`src/rtl/display_frame_serializer.sv`:
```
// ============================================================================
// display_frame_serializer: encodes BCD digits into active-low segment bytes
// and shifts segment and one-hot select words out MSB-first with byte strobes.
// Revision: 1.0
// ============================================================================
`default_nettype none

module display_frame_serializer #(
  parameter int NUM_DIGITS = 6
) (
  input  logic                      clk,
  input  logic                      rst,
  input  logic                      run,
  input  logic [4*NUM_DIGITS-1:0]   digits_in,
  input  logic [NUM_DIGITS-1:0]     dec_on,
  output logic                      digit_data_ser,
  output logic                      control_data_ser,
  output logic                      control_reg_clk,
  output logic                      frame_start,
  output logic                      busy
);

  localparam int c_word_w = 8 * NUM_DIGITS;
  localparam int c_cnt_w  = $clog2(c_word_w);
  localparam logic [c_cnt_w-1:0] c_last_bit = c_cnt_w'(c_word_w - 1);

  typedef enum logic [0:0] {
    S_IDLE  = 1'b0,
    S_SHIFT = 1'b1
  } state_t;

  state_t                r_state;
  logic [c_word_w-1:0]   r_dig_sr;
  logic [c_word_w-1:0]   r_ctl_sr;
  logic [c_cnt_w-1:0]    r_bit_cnt;
  logic                  r_strobe;
  logic                  r_frame_start;
  logic                  r_busy;

  logic [c_word_w-1:0]   w_dig_word;
  logic [c_word_w-1:0]   w_ctl_word;

  // Segment byte {a,b,c,d,e,f,g,dp}, active-low; non-decimal codes blank.
  function automatic logic [7:0] seg_encode(input logic [3:0] code, input logic dp);
    logic [7:0] seg;
    case (code)
      4'd0:    seg = 8'h03;
      4'd1:    seg = 8'h9F;
      4'd2:    seg = 8'h25;
      4'd3:    seg = 8'h0D;
      4'd4:    seg = 8'h99;
      4'd5:    seg = 8'h49;
      4'd6:    seg = 8'h41;
      4'd7:    seg = 8'h1F;
      4'd8:    seg = 8'h01;
      4'd9:    seg = 8'h09;
      default: seg = 8'hFF;
    endcase
    return {seg[7:1], seg[0] & ~dp};
  endfunction

  genvar gi;
  generate
    for (gi = 0; gi < NUM_DIGITS; gi++) begin : g_bytes
      assign w_dig_word[8*gi +: 8] = seg_encode(digits_in[4*gi +: 4], dec_on[gi]);
      assign w_ctl_word[8*gi +: 8] = 8'h01 << gi;
    end
  endgenerate

  always_ff @(posedge clk) begin
    if (rst) begin
      r_state       <= S_IDLE;
      r_dig_sr      <= '0;
      r_ctl_sr      <= '0;
      r_bit_cnt     <= '0;
      r_strobe      <= 1'b0;
      r_frame_start <= 1'b0;
      r_busy        <= 1'b0;
    end else begin
      case (r_state)
        S_IDLE: begin
          r_strobe <= 1'b0;
          if (run) begin
            r_state       <= S_SHIFT;
            r_dig_sr      <= w_dig_word;
            r_ctl_sr      <= w_ctl_word;
            r_bit_cnt     <= '0;
            r_frame_start <= 1'b1;
            r_busy        <= 1'b1;
          end
        end
        S_SHIFT: begin
          // Strobe lands in the cycle after each byte's last bit was presented.
          r_strobe <= (r_bit_cnt[2:0] == 3'd7);
          if (r_bit_cnt == c_last_bit) begin
            if (run) begin
              r_dig_sr      <= w_dig_word;
              r_ctl_sr      <= w_ctl_word;
              r_bit_cnt     <= '0;
              r_frame_start <= 1'b1;
            end else begin
              r_state       <= S_IDLE;
              r_dig_sr      <= '0;
              r_ctl_sr      <= '0;
              r_bit_cnt     <= '0;
              r_frame_start <= 1'b0;
              r_busy        <= 1'b0;
            end
          end else begin
            r_dig_sr      <= {r_dig_sr[c_word_w-2:0], 1'b0};
            r_ctl_sr      <= {r_ctl_sr[c_word_w-2:0], 1'b0};
            r_bit_cnt     <= r_bit_cnt + 1'b1;
            r_frame_start <= 1'b0;
          end
        end
        default: begin
          r_state <= S_IDLE;
          r_busy  <= 1'b0;
        end
      endcase
    end
  end

  assign digit_data_ser   = r_dig_sr[c_word_w-1];
  assign control_data_ser = r_ctl_sr[c_word_w-1];
  assign control_reg_clk  = r_strobe;
  assign frame_start      = r_frame_start;
  assign busy             = r_busy;

endmodule

`default_nettype wire
```
`config.mk`:
```
export PLATFORM = sky130hd
export DESIGN_NAME = display_frame_serializer
export DESIGN_NICKNAME = d
export VERILOG_FILES = /design/src/rtl/display_frame_serializer.sv
export SDC_FILE = /design/constraint.sdc
export NUM_CORES = 1
export LEC_CHECK = 0
export BUFFER_PORTS_ARGS = -buffer_cell sky130_fd_sc_hd__buf_2
export CAP_MARGIN = 20
export CORE_UTILIZATION = 26
export DETAILED_ROUTE_END_ITERATION = 7
export SETUP_SLACK_MARGIN = 0.15
export SLEW_MARGIN = 20
export SYNTH_ARGS = -nofsm -noshare
export SYNTH_HDL_FRONTEND = slang
export SYNTH_SLANG_ARGS = --single-unit
```
`constraint.sdc`:
```
create_clock -name clk -period 1.8 [get_ports clk]
set_input_delay 0.36 -clock clk [delete_from_list [all_inputs] [get_ports clk]]
set_output_delay 0.36 -clock clk [all_outputs]
set_load 0.02 [all_outputs]
```
Yosys cells after proc, flatten, opt, wreduce, memory -nomap -nowiden
Memory sizes are Yosys's and may differ from the RTL's.
Cells that the tools add are included.
W data, S select, Z words.

storage, ports and cells
  word-level logic and storage cells = 54
  register bits after elaboration = 106
  ROM bits = 672
  output and inout port bits = 5
  memories = 6
  input bits = 33

operators by class
  reductions and logical operators = 1
  equality and inequality tests = 5
  multiplexer cells = 21
  add/subtract/negate cells = 1
  bitwise gates (word level) = 13

memories
  name              depth  width  read ports  clocked after Yosys merged registers in  write ports  RTL line  source
  (name not given)  16     7      1           0                                        0            46        case (code)
  (name not given)  16     7      1           0                                        0            46
  (name not given)  16     7      1           0                                        0            46
  (name not given)  16     7      1           0                                        0            46
  (name not given)  16     7      1           0                                        0            46
  (name not given)  16     7      1           0                                        0            46

operator list
  kind                   number
  $mux W48               5
  $pmux W48 S2           2
  $mux W46               1
  $mux W6                2
  $pmux W6 S2            1
  $pmux W1 S2            4
  $not A1 Y1             7
  $add A6 B1 Y6 const B  1
  $and A1 B1 Y1 const A  6
  $eq A6 B6 Y1 const B   1
  $mux W1                6
  $ne A2 B2 Y1 const B   2
  $eq A3 B3 Y1 const B   1
  $reduce_and A3 Y1      1
  $ne A2 B1 Y1 const B   1

Logic depth before layout (Yosys ltp)
Gate-level depths: netlist of the first run.

  depth after elaboration = 5
  depth in mapped cells = 8
  mapped depth without buffers = 6

Worst setup path after synthesis of the first run
OpenSTA, ideal clock, no wires.

  kind = register to register
  start = register r_bit_cnt[0]
  end = register r_dig_sr[19]
  library setup time = 0.091 ns
  stages on the path, launching flop included = 9
  data required time = 1.709 ns
  arrival time = 1.530 ns
  setup slack = 0.179 ns
  path buffers = 3
  period minus slack after synthesis = 1.621 ns
  cells stage by stage = dfxtp_1 -> ha_1 -> and3_1 -> buf_4 -> a21oi_4 -> buf_4 -> buf_6 -> nand2_1 -> a311oi_1

between the ends
  longest elaborated chain between the ends = 3

RTL lines
  what                    RTL line  source
  start, declared         35        logic [c_cnt_w-1:0] r_bit_cnt;
  start signal, assigned  112       r_bit_cnt <= r_bit_cnt + 1'b1;
  $eq A6 B6 Y1            95        if (r_bit_cnt == c_last_bit) begin
  $mux W48                95
  $pmux W48 S2            80        case (r_state)
  end signal, assigned    85        r_dig_sr <= w_dig_word;
  end signal, assigned    97        r_dig_sr <= w_dig_word;
  end signal, assigned    110       r_dig_sr <= {r_dig_sr[c_word_w-2:0], 1'b0};
  end, declared           33        logic [c_word_w-1:0] r_dig_sr;

No other way between the ends.
A chain may end at the register's enable or synchronous reset.

Final worst setup path of the first run
  start = register r_bit_cnt[0]
  end = register r_dig_sr[44]

The elaborated chain is that of the path after synthesis.

==> results.sh, run 1 <==
export IMPL_status="finished, final reports clean"
export IMPL_worstMarginPinSlew_ps=600
export IMPL_clock_sinks=105
export IMPL_end_kind="register"
export IMPL_max_stage_delay_ps=340
export IMPL_seq_area_frac_synth=0.345
export IMPL_cp_data_arrival_time_ps=1940
export IMPL_hpwl_mm=9.95
export IMPL_holdWs_ps=406
export IMPL_vias_per_cell=5.02
export IMPL_p_leak_uw=0.00292
export IMPL_path_max_fanout=9
export IMPL_synth_flop_cell="dfxtp_1"
export IMPL_crit_slowest_cell="dfxtp_2"
export IMPL_dieArea_um2=24100
export IMPL_drive_above_1_share=0.162
export IMPL_final_cell_mix="nor2_1, dfxtp_1, a22oi_1"
export IMPL_num_nets_final=862
export IMPL_placed_area_um2=6770
export IMPL_ir_drop_mv=0.395
export IMPL_die_x_um=155
export IMPL_avgSynthCellArea_um2=8.22
export IMPL_syn_inst=742
export IMPL_synth_cell_type_count=54
export IMPL_drv_cap=0
export IMPL_wirelength_mm=15.5
export IMPL_antenna_found_initial=0
export IMPL_setup_violations_final=0
export IMPL_grt_pass1_wl_mm=25.0
export IMPL_root_buffer="clkbuf_16"
export IMPL_async_reset_ff_frac=0
export IMPL_worstPathCellList="ha_4 > and3_4 > a21oi_4 > buf_8 > buf_12 > a22oi_1 > a211oi_1"
export IMPL_initial_core_util=0.267
export IMPL_drv_slew=0
export IMPL_cts_made_buffers=9
export IMPL_grtUsageTotal=0.126
export IMPL_diodes=0
export IMPL_grt_start_max_net_pins=103
export IMPL_ioPinCount=38
export IMPL_place_ws_ps=10.7
export IMPL_final_common_cell="nor2_1"
export IMPL_period_needed_ps=1700
export IMPL_power_density_nw_per_um2=728
export IMPL_worstSetupPathType="register to register"
export IMPL_final_antenna_net_count=0
export IMPL_critPathBufInv=2
export IMPL_finalNonFillerCells=1098
export IMPL_coreArea_um2=22800
export IMPL_multi_input_area_um2=3700
export IMPL_rows=55
export IMPL_synth_area_um2=6100
export IMPL_synth_seq_cells=105
export IMPL_io_buffers=37
export IMPL_yosys_warnings=0
export IMPL_seq_area_um2=2110
export IMPL_clock_skew_ps=6.79
export IMPL_first_global_vias=4886
export IMPL_required_ps=2040
export IMPL_path_clk_slew_ps=70
export IMPL_stdcell_area_um2=7280
export IMPL_crit_family="compound AO/OA/AOI/OAI gates"
export IMPL_setup_slack_ps=103
export IMPL_utilization=0.319
export IMPL_syn_num_nets=823
export IMPL_clock_path_buffers=2
export IMPL_hp_class="primary input to register"
export IMPL_fin_crit_sh=0.943
export IMPL_die_h_um=155
export IMPL_grt_setup_unrepaired="yes"
export IMPL_synth_edf_count=0
export IMPL_placedCellCount=1072
export IMPL_relSlewSlack=0.599
export IMPL_insertion_delay_ps=340
export IMPL_vias=5514
export IMPL_n_fill_cell=2452
export IMPL_place_congestion=0.814
export IMPL_hold_violations=0
export IMPL_drc=0
export IMPL_startpoint_type="register"
export IMPL_fmax_ghz=0.589
export IMPL_dr_pass1_iters=5
export IMPL_area_growth_pct=19.4
export IMPL_cts_tree="built"
export IMPL_htreeDepth=3
export IMPL_drt_iter0_markers=397
export IMPL_gr_total_overflow=0
export IMPL_post_drt_wl_per_cell_um=14.1
-- worst min-delay path: cells and delay by family --
kind | cells | cell delay (ps)
buffers and inverters | 1 | 110
AO/OA/AOI/OAI | 1 | 80
AND/OR/NAND/NOR | 1 | 150
-- power by group --
group          internal [uW]  switching, uW  total (uW)
registers               2440           73.8        2510
clock network            971            831        1800
logic                    410            576         986
-- cell usage after synthesis (all sizes together), types with 5 or more instances --
cell	number	area [um^2]
o211ai	11	82.6
a21oi	20	111
o21ai	48	240
nor2b	24	150
xor2	5	43.8
nand3	13	70.1
nand2b	14	87.6
a22oi	61	458
a221oi	17	149
mux2i	13	130
buf	34	179
nand2	40	150
inv	26	97.6
o31ai	6	45.0
ha	48	601
clkbuf	28	105
dfxtp	105	2100
nand3b	6	45.0
a211oi	21	158
a311oi	9	78.8
nor3	19	95.1
nor2	114	430
a222oi	5	50.1
and2	5	31.3
-- kinds of logic after synthesis --
kind of cell | count (synthesis) | synth area share
xor+xnor | 5 | 0.00718
buf+inv | 88 | 0.0626
mux | 15 | 0.0250
simple gates | 250 | 0.192
flops | 105 | 0.345
compound gates | 231 | 0.271
fa+ha+maj | 48 | 0.0985
-- per-stage QoR --
stage          TNS (ps)  total power (uW)
2_1_floorplan         0              3160
5_1_grt               0              5570
6_report              0              5300
3_3_place_gp      -8.01              3460
3_5_place_dp          0              3470
4_1_cts               0              5310
-- area by class of cell --
cell class / count / share of cell area
repair buffers: 89 / 0.0988
clock inverters: 4 / 0.00412
flip-flops and latches: 105 / 0.289
inverters: 26 / 0.0134
multi-input cells: 550 / 0.507
clock buffers: 11 / 0.0333
well taps: 313 / 0.0538
-- registers in the layout (all words and copies together), names as in the netlist --
name	flops
r_state	1
busy	1
r_bit_cnt	6
r_dig_sr	48
r_ctl_sr	48
control_reg_clk	1
-- per-layer routing --
layer	wire, um	GRT usage	vias up
met5	0	0	-
met4	237	0.0448	0
met3	618	0.0148	17
met2	6920	0.190	129
met1	7720	0.182	2603
li1	-	-	2765
-- worst paths after layout --
path	start	to	slack, ps	depth (start not counted)
worst max-delay path	r_bit_cnt[0]$_SDFFE_PP0P_	r_dig_sr[44]$_SDFFE_PP0P_	100	7
worst min-delay path	dec_on[0]	r_dig_sr[0]$_SDFFE_PP0P_	410	3
worst max register to register	r_bit_cnt[0]$_SDFFE_PP0P_	r_dig_sr[44]$_SDFFE_PP0P_	100	7
worst min register to register	r_dig_sr[9]$_SDFFE_PP0P_	r_dig_sr[10]$_SDFFE_PP0P_	490	2
-- what timing repair did --
action	in CTS	in global routing
setup endpoints to repair	64	78
gates resized for setup	9	11
pin swaps	3	8
setup buffers	4	3
cloned	1	3
hold buffers	0	0
Power figures use the tool's default switching activity.
==> inputs of run 2 (changes only) <==
Settings changed: CELL_PAD_IN_SITES_DETAIL_PLACEMENT set to 0, CELL_PAD_IN_SITES_GLOBAL_PLACEMENT set to 1, PLACE_DENSITY set to 0.55.
==> run 2 against run 1 <==
  * Sequential power hardly changed
  * Critical path depth grew 1
  * Clock power up 12%
  * Largest cell class unchanged
  * Largest power group unchanged
==> results.sh, run 2 (synthesis gave the netlist of run 1 again) <==
export IMPL_gr_total_overflow=0
export IMPL_critPathLaunch="r_bit_cnt[1]$_SDFFE_PP0P_"
export IMPL_max_stage_delay_ps=360
export IMPL_relSlewSlack=0.596
export IMPL_holdWs_ps=286
export IMPL_status="finished, final reports clean"
export IMPL_dr_pass1_iters=5
export IMPL_utilization=0.334
export IMPL_setup_violations_final=0
export IMPL_crit_slowest_cell="dfxtp_4"
export IMPL_power_density_nw_per_um2=737
export IMPL_r2r_start="r_bit_cnt[1]$_SDFFE_PP0P_"
export IMPL_swShare=0.287
export IMPL_clock_skew_ps=10.9
export IMPL_coreArea_um2=22800
export IMPL_worstReg2RegEnd="r_dig_sr[39]$_SDFFE_PP0P_"
export IMPL_rows=55
export IMPL_stdcell_area_um2=7630
export IMPL_grt_pass1_wl_mm=27.5
export IMPL_htreeDepth=3
export IMPL_final_antenna_net_count=0
export IMPL_ir_drop_mv=0.368
export IMPL_grt_setup_unrepaired="yes"
export IMPL_power_frac_clock=0.360
export IMPL_antenna_found_initial=0
export IMPL_rrSetupSlack_ps=150
export IMPL_p_leak_uw=0.00307
export IMPL_crit_family="buffers and inverters"
export IMPL_num_nets_final=882
export IMPL_setup_slack_ps=152
export IMPL_first_global_vias=5221
export IMPL_fmax_ghz=0.607
export IMPL_n_fill_cell=2430
export IMPL_drc=0
export IMPL_worstPathCellList="ha_4 > and3_4 > a21oi_4 > buf_6 > buf_12 > a221oi_4 > buf_4 > nor3_2"
export IMPL_dieArea_um2=24100
export IMPL_drive_above_1_share=0.194
export IMPL_required_ps=2020
export IMPL_grtUsageTotal=0.142
export IMPL_startpoint_type="register"
export IMPL_hold_violations=0
export IMPL_cell_internal_pwr_uw=4010
export IMPL_clock_path_buffers=2
export IMPL_wirelength_mm=17.4
export IMPL_worstMarginPinSlew_ps=605
export IMPL_r2r_cells=8
export IMPL_diodes=0
export IMPL_path_clk_slew_ps=80
export IMPL_vias=5615
export IMPL_biggestRegsByFlops="r_ctl_sr (48), r_dig_sr (48), r_bit_cnt (6)"
export IMPL_period_needed_ps=1650
export IMPL_area_growth_pct=25.0
export IMPL_die_x_um=155
export IMPL_drt_iter0_markers=393
export IMPL_setup_tns_ps=0
export IMPL_grt_start_max_net_pins=57
export IMPL_ctsHoldBuffers=0
export IMPL_critPathBufInv=3
export IMPL_path_max_fanout=7
export IMPL_die_h_um=155
export IMPL_cts_tree="built"
export IMPL_end_kind="register"
export IMPL_cts_made_buffers=9
export IMPL_vias_per_cell=5.02
export IMPL_switchingPower_uw=1610
export IMPL_insertion_delay_ps=360
export IMPL_crit_path_end="r_dig_sr[39]$_SDFFE_PP0P_"
export IMPL_placed_area_um2=6880
export IMPL_drv_cap=0
export IMPL_cp_data_arrival_time_ps=1870
export IMPL_hp_class="primary input to register"
export IMPL_post_drt_wl_per_cell_um=15.5
export IMPL_clock_sinks=105
export IMPL_final_cell_mix="nor2_1, dfxtp_1, a22oi_1"
export IMPL_crit_cells=8
export IMPL_hpwl_mm=11.4
export IMPL_initial_core_util=0.267
export IMPL_place_ws_ps=5.32
export IMPL_worstSetupPathType="register to register"
export IMPL_drv_slew=0
export IMPL_pwr_share_comb=0.194
export IMPL_seq_power_share=0.446
export IMPL_place_congestion=0.808
export IMPL_fin_crit_sh=0.915
export IMPL_io_buffers=37
export IMPL_root_buffer="clkbuf_16"
export IMPL_ioPinCount=38
export IMPL_final_common_cell="nor2_1"
==> run 2: cell count changes in the layout (fill, tap and decap cells not counted), moves of 3 or more <==
cell       delta
buf_6         +4
a211oi_1      -3
buf_4        +11
clkbuf_16     +5
inv_6         +3
a211oi_2      +3
buf_12        +3
==> run 2: worst min path at each step <==
stage | from | end | slack [ps] | depth (start not counted)
CTS | rst | r_dig_sr[29]$_SDFFE_PP0P_ | 280 | 2
finish | rst | r_dig_sr[44]$_SDFFE_PP0P_ | 290 | 2
global route | rst | r_dig_sr[44]$_SDFFE_PP0P_ | 290 | 2
floorplan | r_dig_sr[9]$_SDFFE_PP0P_ | r_dig_sr[10]$_SDFFE_PP0P_ | 460 | 2
global placement | r_dig_sr[11]$_SDFFE_PP0P_ | r_dig_sr[12]$_SDFFE_PP0P_ | 470 | 2
detailed placement | r_dig_sr[11]$_SDFFE_PP0P_ | r_dig_sr[12]$_SDFFE_PP0P_ | 480 | 2
==> run 2: what timing repair did <==
action | 4_1_cts | 5_1_grt
pin swaps | 3 | 22
gates resized for setup | 16 | 24
cloned | 0 | 8
buffers inserted | 7 | 4
endpoints found under the setup margin | 79 | 81
==> run 2: power by group through the flow <==
stage               Sequential (uW)  Combinational, uW  Clock, uW
global placement               2560                950          0
CTS                            2510                995       2090
finish                         2510               1090       2020
global route                   2520               1210       2180
detailed placement             2560                962          0
floorplan                      2540                618          0
==> run 2: stage by stage <==
stage	power, uW	std cells
6_report	5620	1119
5_1_grt	5910	1119
4_1_cts	5590	1107
3_5_place_dp	3520	1084
3_3_place_gp	3510	1084
2_1_floorplan	3160	742
==> run 2: routing by layer <==
| metal | vias up | global-route usage | part of all wire |
|---|---|---|---|
| li1 | 2800 | - | - |
| met4 | 0 | 0.0462 | 0.012 |
| met3 | 14 | 0.0181 | 0.025 |
| met5 | - | 0 | 0 |
| met1 | 2709 | 0.200 | 0.51 |
| met2 | 92 | 0.224 | 0.46 |
==> run 2: final cells by class <==
class | instances | area (um^2) | area share
multi-input combinational | 549 | 3740 | 0.490
inverter | 26 | 97.6 | 0.0128
sequential | 105 | 2110 | 0.277
tap | 313 | 392 | 0.0513
clock inverter | 7 | 76.3 | 0.0100
timing repair buffer | 110 | 990 | 0.130
clock buffer | 9 | 225 | 0.0295
==> run 2: worst register-to-register path: stages, from the launching register on <==
cell and delay, ps:
dfxtp_4 360, ha_4 140, and3_4 210, a21oi_4 80, buf_6 140, buf_12 150, a221oi_4 270, buf_4 150
nor3_2 30
